[config.mk]
export PLATFORM = sky130hd
export DESIGN_NAME = multicycle_controller_flat
export DESIGN_NICKNAME = d
export VERILOG_FILES = /design/src/rtl/multicycle_controller_if.sv /design/src/rtl/multicycle_controller.sv /design/src/flat_wrapper.sv
export SDC_FILE = /design/constraint.sdc
export NUM_CORES = 1
export LEC_CHECK = 0
export CAP_MARGIN = 25
export CORE_MARGIN = 2
export CORE_UTILIZATION = 41
export CTS_BUF_LIST = sky130_fd_sc_hd__clkbuf_4 sky130_fd_sc_hd__clkbuf_8
export CTS_CLUSTER_SIZE = 8
export DETAILED_ROUTE_END_ITERATION = 7
export GPL_TIMING_DRIVEN = 0
export PLACE_DENSITY_LB_ADDON = 0.25
export RECOVER_POWER = 50
export SETUP_SLACK_MARGIN = 0.02
export SYNTH_ARGS = -nofsm -noshare
export SYNTH_HDL_FRONTEND = slang
export SYNTH_SLANG_ARGS = --single-unit
[constraint.sdc]
create_clock -name clk -period 2.95 [get_ports clk]
set_input_delay 0.4425 -clock clk [delete_from_list [all_inputs] [get_ports clk]]
set_output_delay 0.4425 -clock clk [all_outputs]
set_load 0.005 [all_outputs]
[src/rtl/multicycle_controller_if.sv]
// Interface bundling the instruction fields, status flags and datapath
// controls exchanged between the multicycle controller and its datapath.
//
// Optional feature macro: MEM_WAIT_EN adds the mem_ready handshake line.
//
// Modports:
//   master - datapath side: drives instruction fields / flags, reads controls
//   slave  - controller side: reads instruction fields / flags, drives controls
interface multicycle_controller_if;
    // Instruction fields and datapath status
    logic [6:0] op;
    logic [2:0] funct3;
    logic       funct7b5;
    logic       zero;
`ifdef MEM_WAIT_EN
    logic       mem_ready;
`endif
    // Datapath controls
    logic       pc_write;
    logic       adr_src;
    logic       mem_write;
    logic       ir_write;
    logic [1:0] result_src;
    logic [1:0] alu_src_a;
    logic [1:0] alu_src_b;
    logic [2:0] alu_control;
    logic [1:0] imm_src;
    logic       reg_write;
    logic [3:0] state;

    modport master (
`ifdef MEM_WAIT_EN
        output mem_ready,
`endif
        output op, funct3, funct7b5, zero,
        input  pc_write, adr_src, mem_write, ir_write, result_src,
               alu_src_a, alu_src_b, alu_control, imm_src, reg_write, state
    );

    modport slave (
`ifdef MEM_WAIT_EN
        input  mem_ready,
`endif
        input  op, funct3, funct7b5, zero,
        output pc_write, adr_src, mem_write, ir_write, result_src,
               alu_src_a, alu_src_b, alu_control, imm_src, reg_write, state
    );
endinterface

[src/rtl/multicycle_controller.sv]
// Main control unit of the RISC-V multicycle datapath.
//
// A Moore FSM walks each instruction through fetch, decode, address/execute,
// memory and writeback, driving every enable and mux select of the datapath.
// It also holds the combinational ALU decoder and immediate-select decoder.
//
// Optional feature macro: MEM_WAIT_EN. When defined, FETCH, MEMREAD and
// MEMWRITE stall until bus.mem_ready is high, and the memory-side write
// enables of those states only fire in the cycle mem_ready is seen.
//
// Ports:
//   clk    - rising-edge clock
//   reset  - asynchronous, active-low; forces FETCH and blocks all writes
//   bus    - multicycle_controller_if.slave: op/funct3/funct7b5/zero
//            (+mem_ready) in; pc_write, adr_src, mem_write, ir_write,
//            result_src, alu_src_a, alu_src_b, alu_control, imm_src,
//            reg_write and the debug state code out.
module multicycle_controller (
    input  logic                          clk,
    input  logic                          reset,
    multicycle_controller_if.slave        bus
);

    typedef enum logic [3:0] {
        S_FETCH    = 4'd0,
        S_DECODE   = 4'd1,
        S_MEMADR   = 4'd2,
        S_MEMREAD  = 4'd3,
        S_MEMWB    = 4'd4,
        S_MEMWRITE = 4'd5,
        S_EXECUTER = 4'd6,
        S_EXECUTEI = 4'd7,
        S_ALUWB    = 4'd8,
        S_BEQ      = 4'd9,
        S_JAL      = 4'd10
    } state_t;

    typedef enum logic [1:0] {
        ALU_OP_ADD   = 2'b00,
        ALU_OP_SUB   = 2'b01,
        ALU_OP_FUNCT = 2'b10
    } alu_op_t;

    localparam logic [6:0] OP_LW    = 7'b0000011;
    localparam logic [6:0] OP_SW    = 7'b0100011;
    localparam logic [6:0] OP_RTYPE = 7'b0110011;
    localparam logic [6:0] OP_ITYPE = 7'b0010011;
    localparam logic [6:0] OP_BEQ   = 7'b1100011;
    localparam logic [6:0] OP_JAL   = 7'b1101111;

    state_t     state_r;
    state_t     state_next_s;
    alu_op_t    alu_op_s;
    logic       mem_ready_s;
    logic       pc_write_s;
    logic       adr_src_s;
    logic       mem_write_s;
    logic       ir_write_s;
    logic       reg_write_s;
    logic [1:0] result_src_s;
    logic [1:0] alu_src_a_s;
    logic [1:0] alu_src_b_s;
    logic [2:0] alu_control_s;
    logic [1:0] imm_src_s;

`ifdef MEM_WAIT_EN
    assign mem_ready_s = bus.mem_ready;
`else
    // Without the handshake every memory access completes in one cycle.
    assign mem_ready_s = 1'b1;
`endif

    // State register; reset lands in FETCH immediately.
    always_ff @(posedge clk or negedge reset) begin
        if (!reset) begin
            state_r <= S_FETCH;
        end else begin
            state_r <= state_next_s;
        end
    end

    // Next-state logic.
    always_comb begin
        state_next_s = S_FETCH;
        case (state_r)
            S_FETCH:    state_next_s = mem_ready_s ? S_DECODE : S_FETCH;
            S_DECODE: begin
                case (bus.op)
                    OP_LW:    state_next_s = S_MEMADR;
                    OP_SW:    state_next_s = S_MEMADR;
                    OP_RTYPE: state_next_s = S_EXECUTER;
                    OP_ITYPE: state_next_s = S_EXECUTEI;
                    OP_BEQ:   state_next_s = S_BEQ;
                    OP_JAL:   state_next_s = S_JAL;
                    default:  state_next_s = S_FETCH;  // unknown op: NOP
                endcase
            end
            S_MEMADR: begin
                case (bus.op)
                    OP_LW:   state_next_s = S_MEMREAD;
                    OP_SW:   state_next_s = S_MEMWRITE;
                    default: state_next_s = S_FETCH;
                endcase
            end
            S_MEMREAD:  state_next_s = mem_ready_s ? S_MEMWB : S_MEMREAD;
            S_MEMWB:    state_next_s = S_FETCH;
            S_MEMWRITE: state_next_s = mem_ready_s ? S_FETCH : S_MEMWRITE;
            S_EXECUTER: state_next_s = S_ALUWB;
            S_EXECUTEI: state_next_s = S_ALUWB;
            S_ALUWB:    state_next_s = S_FETCH;
            S_BEQ:      state_next_s = S_FETCH;
            S_JAL:      state_next_s = S_ALUWB;
            default:    state_next_s = S_FETCH;  // codes 11-15
        endcase
    end

    // Moore control outputs per state (BEQ also looks at zero).
    always_comb begin
        pc_write_s   = 1'b0;
        adr_src_s    = 1'b0;
        mem_write_s  = 1'b0;
        ir_write_s   = 1'b0;
        reg_write_s  = 1'b0;
        result_src_s = 2'b00;
        alu_src_a_s  = 2'b00;
        alu_src_b_s  = 2'b00;
        alu_op_s     = ALU_OP_ADD;
        case (state_r)
            S_FETCH: begin
                // PC + 4 goes straight to PC via ALUResult.
                ir_write_s   = mem_ready_s;
                pc_write_s   = mem_ready_s;
                alu_src_b_s  = 2'b10;
                result_src_s = 2'b10;
            end
            S_DECODE: begin
                // OldPC + imm: branch target parked in ALUOut.
                alu_src_a_s = 2'b01;
                alu_src_b_s = 2'b01;
            end
            S_MEMADR: begin
                alu_src_a_s = 2'b10;
                alu_src_b_s = 2'b01;
            end
            S_MEMREAD: begin
                adr_src_s = 1'b1;
            end
            S_MEMWB: begin
                result_src_s = 2'b01;
                reg_write_s  = 1'b1;
            end
            S_MEMWRITE: begin
                adr_src_s   = 1'b1;
                mem_write_s = mem_ready_s;
            end
            S_EXECUTER: begin
                alu_src_a_s = 2'b10;
                alu_op_s    = ALU_OP_FUNCT;
            end
            S_EXECUTEI: begin
                alu_src_a_s = 2'b10;
                alu_src_b_s = 2'b01;
                alu_op_s    = ALU_OP_FUNCT;
            end
            S_ALUWB: begin
                reg_write_s = 1'b1;
            end
            S_BEQ: begin
                // ALUOut still holds the target computed in DECODE.
                alu_src_a_s = 2'b10;
                alu_op_s    = ALU_OP_SUB;
                pc_write_s  = bus.zero;
            end
            S_JAL: begin
                // PC <- target from ALUOut; ALU forms OldPC + 4 for rd.
                alu_src_a_s = 2'b01;
                alu_src_b_s = 2'b10;
                pc_write_s  = 1'b1;
            end
            default: begin
                alu_op_s = ALU_OP_ADD;
            end
        endcase
    end

    // ALU decoder.
    always_comb begin
        alu_control_s = 3'b000;
        case (alu_op_s)
            ALU_OP_ADD: alu_control_s = 3'b000;
            ALU_OP_SUB: alu_control_s = 3'b001;
            ALU_OP_FUNCT: begin
                case (bus.funct3)
                    // op[5] separates R-type sub from addi with imm[10] set.
                    3'b000:  alu_control_s = (bus.op[5] & bus.funct7b5) ? 3'b001 : 3'b000;
                    3'b010:  alu_control_s = 3'b101;
                    3'b110:  alu_control_s = 3'b011;
                    3'b111:  alu_control_s = 3'b010;
                    default: alu_control_s = 3'b000;
                endcase
            end
            default: alu_control_s = 3'b000;
        endcase
    end

    // Immediate-format decoder, independent of state.
    always_comb begin
        imm_src_s = 2'b00;
        case (bus.op)
            OP_LW:    imm_src_s = 2'b00;
            OP_ITYPE: imm_src_s = 2'b00;
            OP_SW:    imm_src_s = 2'b01;
            OP_BEQ:   imm_src_s = 2'b10;
            OP_JAL:   imm_src_s = 2'b11;
            default:  imm_src_s = 2'b00;
        endcase
    end

    // Write enables are masked by the reset level itself so nothing is
    // written while reset is held, even in the FETCH state it forces.
    assign bus.pc_write    = pc_write_s  & reset;
    assign bus.ir_write    = ir_write_s  & reset;
    assign bus.mem_write   = mem_write_s & reset;
    assign bus.reg_write   = reg_write_s & reset;
    assign bus.adr_src     = adr_src_s;
    assign bus.result_src  = result_src_s;
    assign bus.alu_src_a   = alu_src_a_s;
    assign bus.alu_src_b   = alu_src_b_s;
    assign bus.alu_control = alu_control_s;
    assign bus.imm_src     = imm_src_s;
    assign bus.state       = state_r;

endmodule

[src/flat_wrapper.sv]
// flat-port wrapper written by rule: the top's interface ports become plain ports
module multicycle_controller_flat 
  (clk, reset, bus_op, bus_funct3, bus_funct7b5, bus_zero, bus_pc_write, bus_adr_src, bus_mem_write, bus_ir_write, bus_result_src, bus_alu_src_a, bus_alu_src_b, bus_alu_control, bus_imm_src, bus_reg_write, bus_state);
  multicycle_controller_if bus_i ();
  input  logic clk;
  input  logic reset;
  input wire logic [$bits(bus_i.op)-1:0] bus_op;
  input wire logic [$bits(bus_i.funct3)-1:0] bus_funct3;
  input wire logic [$bits(bus_i.funct7b5)-1:0] bus_funct7b5;
  input wire logic [$bits(bus_i.zero)-1:0] bus_zero;
  output wire logic [$bits(bus_i.pc_write)-1:0] bus_pc_write;
  output wire logic [$bits(bus_i.adr_src)-1:0] bus_adr_src;
  output wire logic [$bits(bus_i.mem_write)-1:0] bus_mem_write;
  output wire logic [$bits(bus_i.ir_write)-1:0] bus_ir_write;
  output wire logic [$bits(bus_i.result_src)-1:0] bus_result_src;
  output wire logic [$bits(bus_i.alu_src_a)-1:0] bus_alu_src_a;
  output wire logic [$bits(bus_i.alu_src_b)-1:0] bus_alu_src_b;
  output wire logic [$bits(bus_i.alu_control)-1:0] bus_alu_control;
  output wire logic [$bits(bus_i.imm_src)-1:0] bus_imm_src;
  output wire logic [$bits(bus_i.reg_write)-1:0] bus_reg_write;
  output wire logic [$bits(bus_i.state)-1:0] bus_state;
  assign bus_i.op = bus_op;
  assign bus_i.funct3 = bus_funct3;
  assign bus_i.funct7b5 = bus_funct7b5;
  assign bus_i.zero = bus_zero;
  assign bus_pc_write = bus_i.pc_write;
  assign bus_adr_src = bus_i.adr_src;
  assign bus_mem_write = bus_i.mem_write;
  assign bus_ir_write = bus_i.ir_write;
  assign bus_result_src = bus_i.result_src;
  assign bus_alu_src_a = bus_i.alu_src_a;
  assign bus_alu_src_b = bus_i.alu_src_b;
  assign bus_alu_control = bus_i.alu_control;
  assign bus_imm_src = bus_i.imm_src;
  assign bus_reg_write = bus_i.reg_write;
  assign bus_state = bus_i.state;
  multicycle_controller u_core (.clk(clk), .reset(reset), .bus(bus_i));
endmodule
==> run metrics <==
vias in the first global route=707; Post-CTS Hold Buffers=0; Final Cycle Share=0.8773; GR Util All Layers=0.2086; grt ovf=0; Tmin final=roughly 2600 ps; Post-Synth XOR/XNOR Area=0.03011; Max Fclk=0.3864 GHz; pin count of the biggest net entering global routing=11; combinational family with the most area after synthesis=simple AND/OR/NAND/NOR gates; Worst-Skew Late Latency=~230 ps; drt total wl=1.740 mm; vias per std cell=~5.6; initial antenna violation count=0; #FFs+latches synth=4; IO Pins=34; Max-cap violations=0; Peak VDD IR=456.5 uV; # port buffers=33; RSZ-0062 raised after global routing=no; Final ANT Viol Nets=0; CORE AREA=0.001318 mm^2; mux cell area share after synthesis=0; Post-layout nets=133; Placed Instances=around 130; CTS root buf=clkbuf_4; top post-synthesis cells by area=dfrtp_1, nand2_1, nor2b_1; detailed placement HPWL=1.391 mm; DIE HEIGHT=41.67 um; # diodes=0; Die Wd=41.67 um; Crit Path Class=in -> out; Iter 0 DRT Violations=17; FP Rows=13; Post-synth EDFFs=0; Synth top area share=0.1720; Synth Area in Simple Gates=0.4430; area delta synth->final=62.37%; setup bufs post-CTS=0; final hold vios=0; CP Launch Type=primary input; first-pass GRT wire length=2.925 mm; commonest cells in the netlist=nand2_1, nor2_1, a21oi_1, inv_1; Starting Density=0.4416; syn_nets=95; max reg flops=4; adder-cell share of the synthesized area=0.04301; vias=722; CP endpoint kind=primary output; Avg Cell Area, Syn=7.365 um^2; CTS resizes=0; clock slew at reported path FFs=40 ps; Crit Path Max Fanout=6; share of flip-flops with an asynchronous set or reset=1.000; cell leakage power=0.3946 nW; final cell count without fillers=130; first-pass detailed-route iteration total=4; hold crit path type=in -> async; Critical Path RT=2510 ps; Final Max Tran Viols=0; CTS tree=built; clock buffer depth=2; Setup violations, final=0; Pwr per Cell Area=433.4 mW/mm^2; Synth cell types=31; register area share after synthesis=0.1720; GPL Wtd Cong=0.8512; Clock Skews=~3.6 ps; TritonCTS Buffers=3; YS warnings=0; Synth area leader=dfrtp_1; Post-synth top flop=dfrtp_1; Die ar.=0.001736 mm^2; share of cells above drive strength 1=0.09565; Mapped Cells=between 70 and 80; Compound-Gate Fraction of Synth Area=0.2344; setup tns final=0 ps; Residual DRC=0; headroom to the max-slew limit=0.7168; H-tree depth=1; Least-Margin Pin Slew=424.9 ps; CTS Sinks=4; most common cell in the netlist=nand2_1; wire per inst=13.38 um; Mapped Area=581.8 um^2; Arr. time, crit path=approximately 2200 ps; status=complete, no violations
-- layout by cell type, fill, tap and decap left out, types with 2 or more instances in the layout --
cell,instances
clkdlybuf4s50_1,26
nand2_1,9
nor2_1,7
dlygate4sd3_1,7
inv_1,6
a21oi_1,6
nor2b_1,5
nor3_1,5
nor3b_1,4
dfrtp_1,4
nand2b_1,3
o21ai_0,3
clkbuf_4,3
buf_2,2
and3b_1,2
a211oi_1,2
a2111oi_2,2
xnor2_1,2
ha_1,2
-- critical path, stage by stage --
cell	delay (ps)
dlygate4sd3_1	610
and3b_1	320
nand4_1	180
inv_1	90
clkdlybuf4s50_1	500
-- power by group --
group	internal (mW)	total [mW]	leakage [nW]	switching, mW
combinational	0.148	0.272	0.327	0.124
sequential	0.0634	0.0730	0.0535	0.00954
clock	0.0453	0.0650	0.0138	0.0197
total	0.257	0.409	0.395	0.153
-- routing by layer --
layer | GRT usage | wire (um)
met4 | 0.03871 | 0
met1 | 0.2308 | 736
met5 | 0 | 0
met3 | 0.04348 | 74
met2 | 0.4031 | 929
-- metrics by stage --
step / worst slack [ps] / utilization / hold WS [ps] / total power [mW] / instance area (um^2)
2_1_floorplan: 1261 / - / 146.9 / 0.2066 / 581.8
3_3_place_gp: 523.3 / 0.7066 / 672.0 / 0.3406 / 930.9
3_5_place_dp: 447.5 / 0.7066 / 681.0 / 0.3508 / 930.9
4_1_cts: 428.2 / 0.7236 / 434.6 / 0.4216 / 953.4
5_1_grt: 250.9 / 0.7170 / 510.2 / 0.4356 / 944.7
6_report: 361.9 / 0.7170 / 502.7 / 0.4095 / 944.7
-- cell type report --
type / count / area (um^2)
buffer: 4 / 21.27
multi-input combinational: 65 / 429.2
sequential: 4 / 100.1
timing repair buffer: 33 / 330.3
inverter: 6 / 22.52
fill: 120 / 372.9
clock buffer: 3 / 22.52
tap: 15 / 18.77
-- cells by family after synthesis --
| group | count (synthesis) |
|---|---|
| buf+inv | 10 |
| flops | 4 |
| compound gates | 17 |
| simple gates | 44 |
| fa+ha+maj | 2 |
| xor+xnor | 2 |
-- worst paths after layout --
| check | start | endpoint | slack [ps] | cells after the start |
|---|---|---|---|---|
| max | bus_op[4] | bus_imm_src[1] | 360 | 5 |
| min | reset | u_core.bus.state[2]$_DFF_PN0_ | 500 | 1 |
| max reg2reg | u_core.bus.state[0]$_DFF_PN0_ | u_core.bus.state[1]$_DFF_PN0_ | 1540 | 3 |
| min reg2reg | u_core.bus.state[1]$_DFF_PN0_ | u_core.bus.state[1]$_DFF_PN0_ | 760 | 3 |
| max in group asynchronous | reset | u_core.bus.state[1]$_DFF_PN0_ | 2250 | 1 |
| min in group clk | u_core.bus.state[1]$_DFF_PN0_ | u_core.bus.state[1]$_DFF_PN0_ | 760 | 3 |
(Power assumes the default switching activity.)
==> edit: new RTL, config.mk and constraints unchanged <==
Make the reset (`reset`) synchronous in one clocked block. Comments in the files are not updated.
--- a/src/rtl/multicycle_controller.sv
+++ b/src/rtl/multicycle_controller.sv
@@ -73,3 +73,3 @@
     // State register; reset lands in FETCH immediately.
-    always_ff @(posedge clk or negedge reset) begin
+    always_ff @(posedge clk) begin
         if (!reset) begin
Formal check against the unedited RTL: differs if reset is asserted again (counterexample within 4 cycles, from zero or initial values and one cycle with reset low); with reset held inactive, the same outputs for 10 cycles.
==> edit against the original RTL <==
Cell area down 2.9%. First-iteration DRC count fell by 12%. Clock skew rose by 0.0014 ns. Critical path depth stayed put. Non-clock buffer count unchanged. Sequential cell count did not move. Worst setup slack worse by 0.093 ns. Area after synthesis is 6.2% lower. Via count fell by 3.7%. Critical path type unchanged. Utilization increased by 0.59 points. Wire length fell by 12%.
Power is not compared: it rests on default switching activity, and its combinational part moved more than twofold at a synthesized area within 25%.
==> edit: results (changes against the original RTL) <==
[setup_path]
r2r_cells = 4  ; +1
arrival_ns = 2.24  ; +0.09 ns
crit_path_end = bus_imm_src[0]

[drt]
route.met3.wl_um = 103  ; +39%
vias = 695  ; -3.7%
avgRoutedWirePerCell_um = 12.0  ; -10%

[synth]
syn-num-nets = 92  ; -3.2%
synth_area_leaders = dfxtp_1 15%, a21oi_1 5.5%, nor2_1 4.8%, ha_1 4.6%, nor4_1 4.6%
synth.distinct_cells = 35  ; +13%
async_reset_ff_share_pct = 0  ; -100 points
synth_ff_type = dfxtp_1

[placement]
place_hpwl_um = 1250  ; -10%
gp_congestion = 0.825  ; -3.1%

[global_routing]
grtUsageMet2_pct = 40.5  ; +0.16 points
grtUsageMet1_pct = 24.8  ; +1.7 points
first_global_vias = 609  ; -14%
grt_pass1_wl_um = 2410  ; -18%
grt_use_total_pct = 21.5  ; +0.65 points

[sta]
skew_ns = 0.00497  ; +0.00137 ns
relSlewSlack_pct = 78.0  ; +6.4 points

[finish]
finalNetCount = 130  ; -2.3%
drive_above_1_share_pct = 12.5  ; +2.9 points
fillers = 116  ; -3.3%

[hold_path]
hold_path_class = flop to flop

[status]
status = complete, no violations

-- edit: cell types whose count changed after synthesis, sizes merged, moves of 3 or more --
cell,delta
and3,+3
dfxtp,+4
dfrtp,-4
nand2b,-3
nand2,-4
nor4,+3
-- edit: power by group through the flow --
stage	Clock [mW]	Sequential, mW	Combinational (mW)
final	0.0665	0.0583	0.0838
after global routing	0.0751	0.0585	0.0937
after CTS	0.0698	0.0581	0.0860
after detailed placement	0	0.0590	0.0858
after global placement	0	0.0589	0.0840
after floorplan	0	0.0590	0.0346
-- edit: critical path: cells and delay by family --
family / cells / cell delay (ns)
AO/OA/AOI/OAI: 1 / 0.07
buffers and inverters: 2 / 1.16
AND/OR/NAND/NOR: 2 / 0.57
-- edit: final cells by class --
| class | instances | share of cell area (%) |
|---|---|---|
| multi-input cells | 62 | 45.6 |
| repair buffers | 33 | 36.0 |
| flip-flops and latches | 4 | 8.73 |
| plain buffers | 4 | 2.73 |
| clock buffers | 3 | 2.46 |
| inverters | 6 | 2.46 |
| well taps | 15 | 2.05 |
-- edit: metrics by stage --
stage	total power [mW]	worst slack, ns	cells
after global placement	0.143	0.385	124
after global routing	0.227	0.0608	127
final	0.209	0.269	127
after CTS	0.214	0.334	127
after floorplan	0.0936	1.18	76
after detailed placement	0.145	0.390	124
-- edit: cells by family (layout without fill, tap and decap cells) --
| family | count (synthesis) | count (layout) | synth area share (%) |
|---|---|---|---|
| flops | 4 | 4 | 14.7 |
| compound gates | 18 | 18 | 23.9 |
| buf+inv | 10 | 46 | 8.71 |
| simple gates | 38 | 38 | 41.5 |
| xor+xnor | 3 | 3 | 4.82 |
| fa+ha+maj | 2 | 2 | 4.59 |
| mux | 1 | 1 | 1.83 |
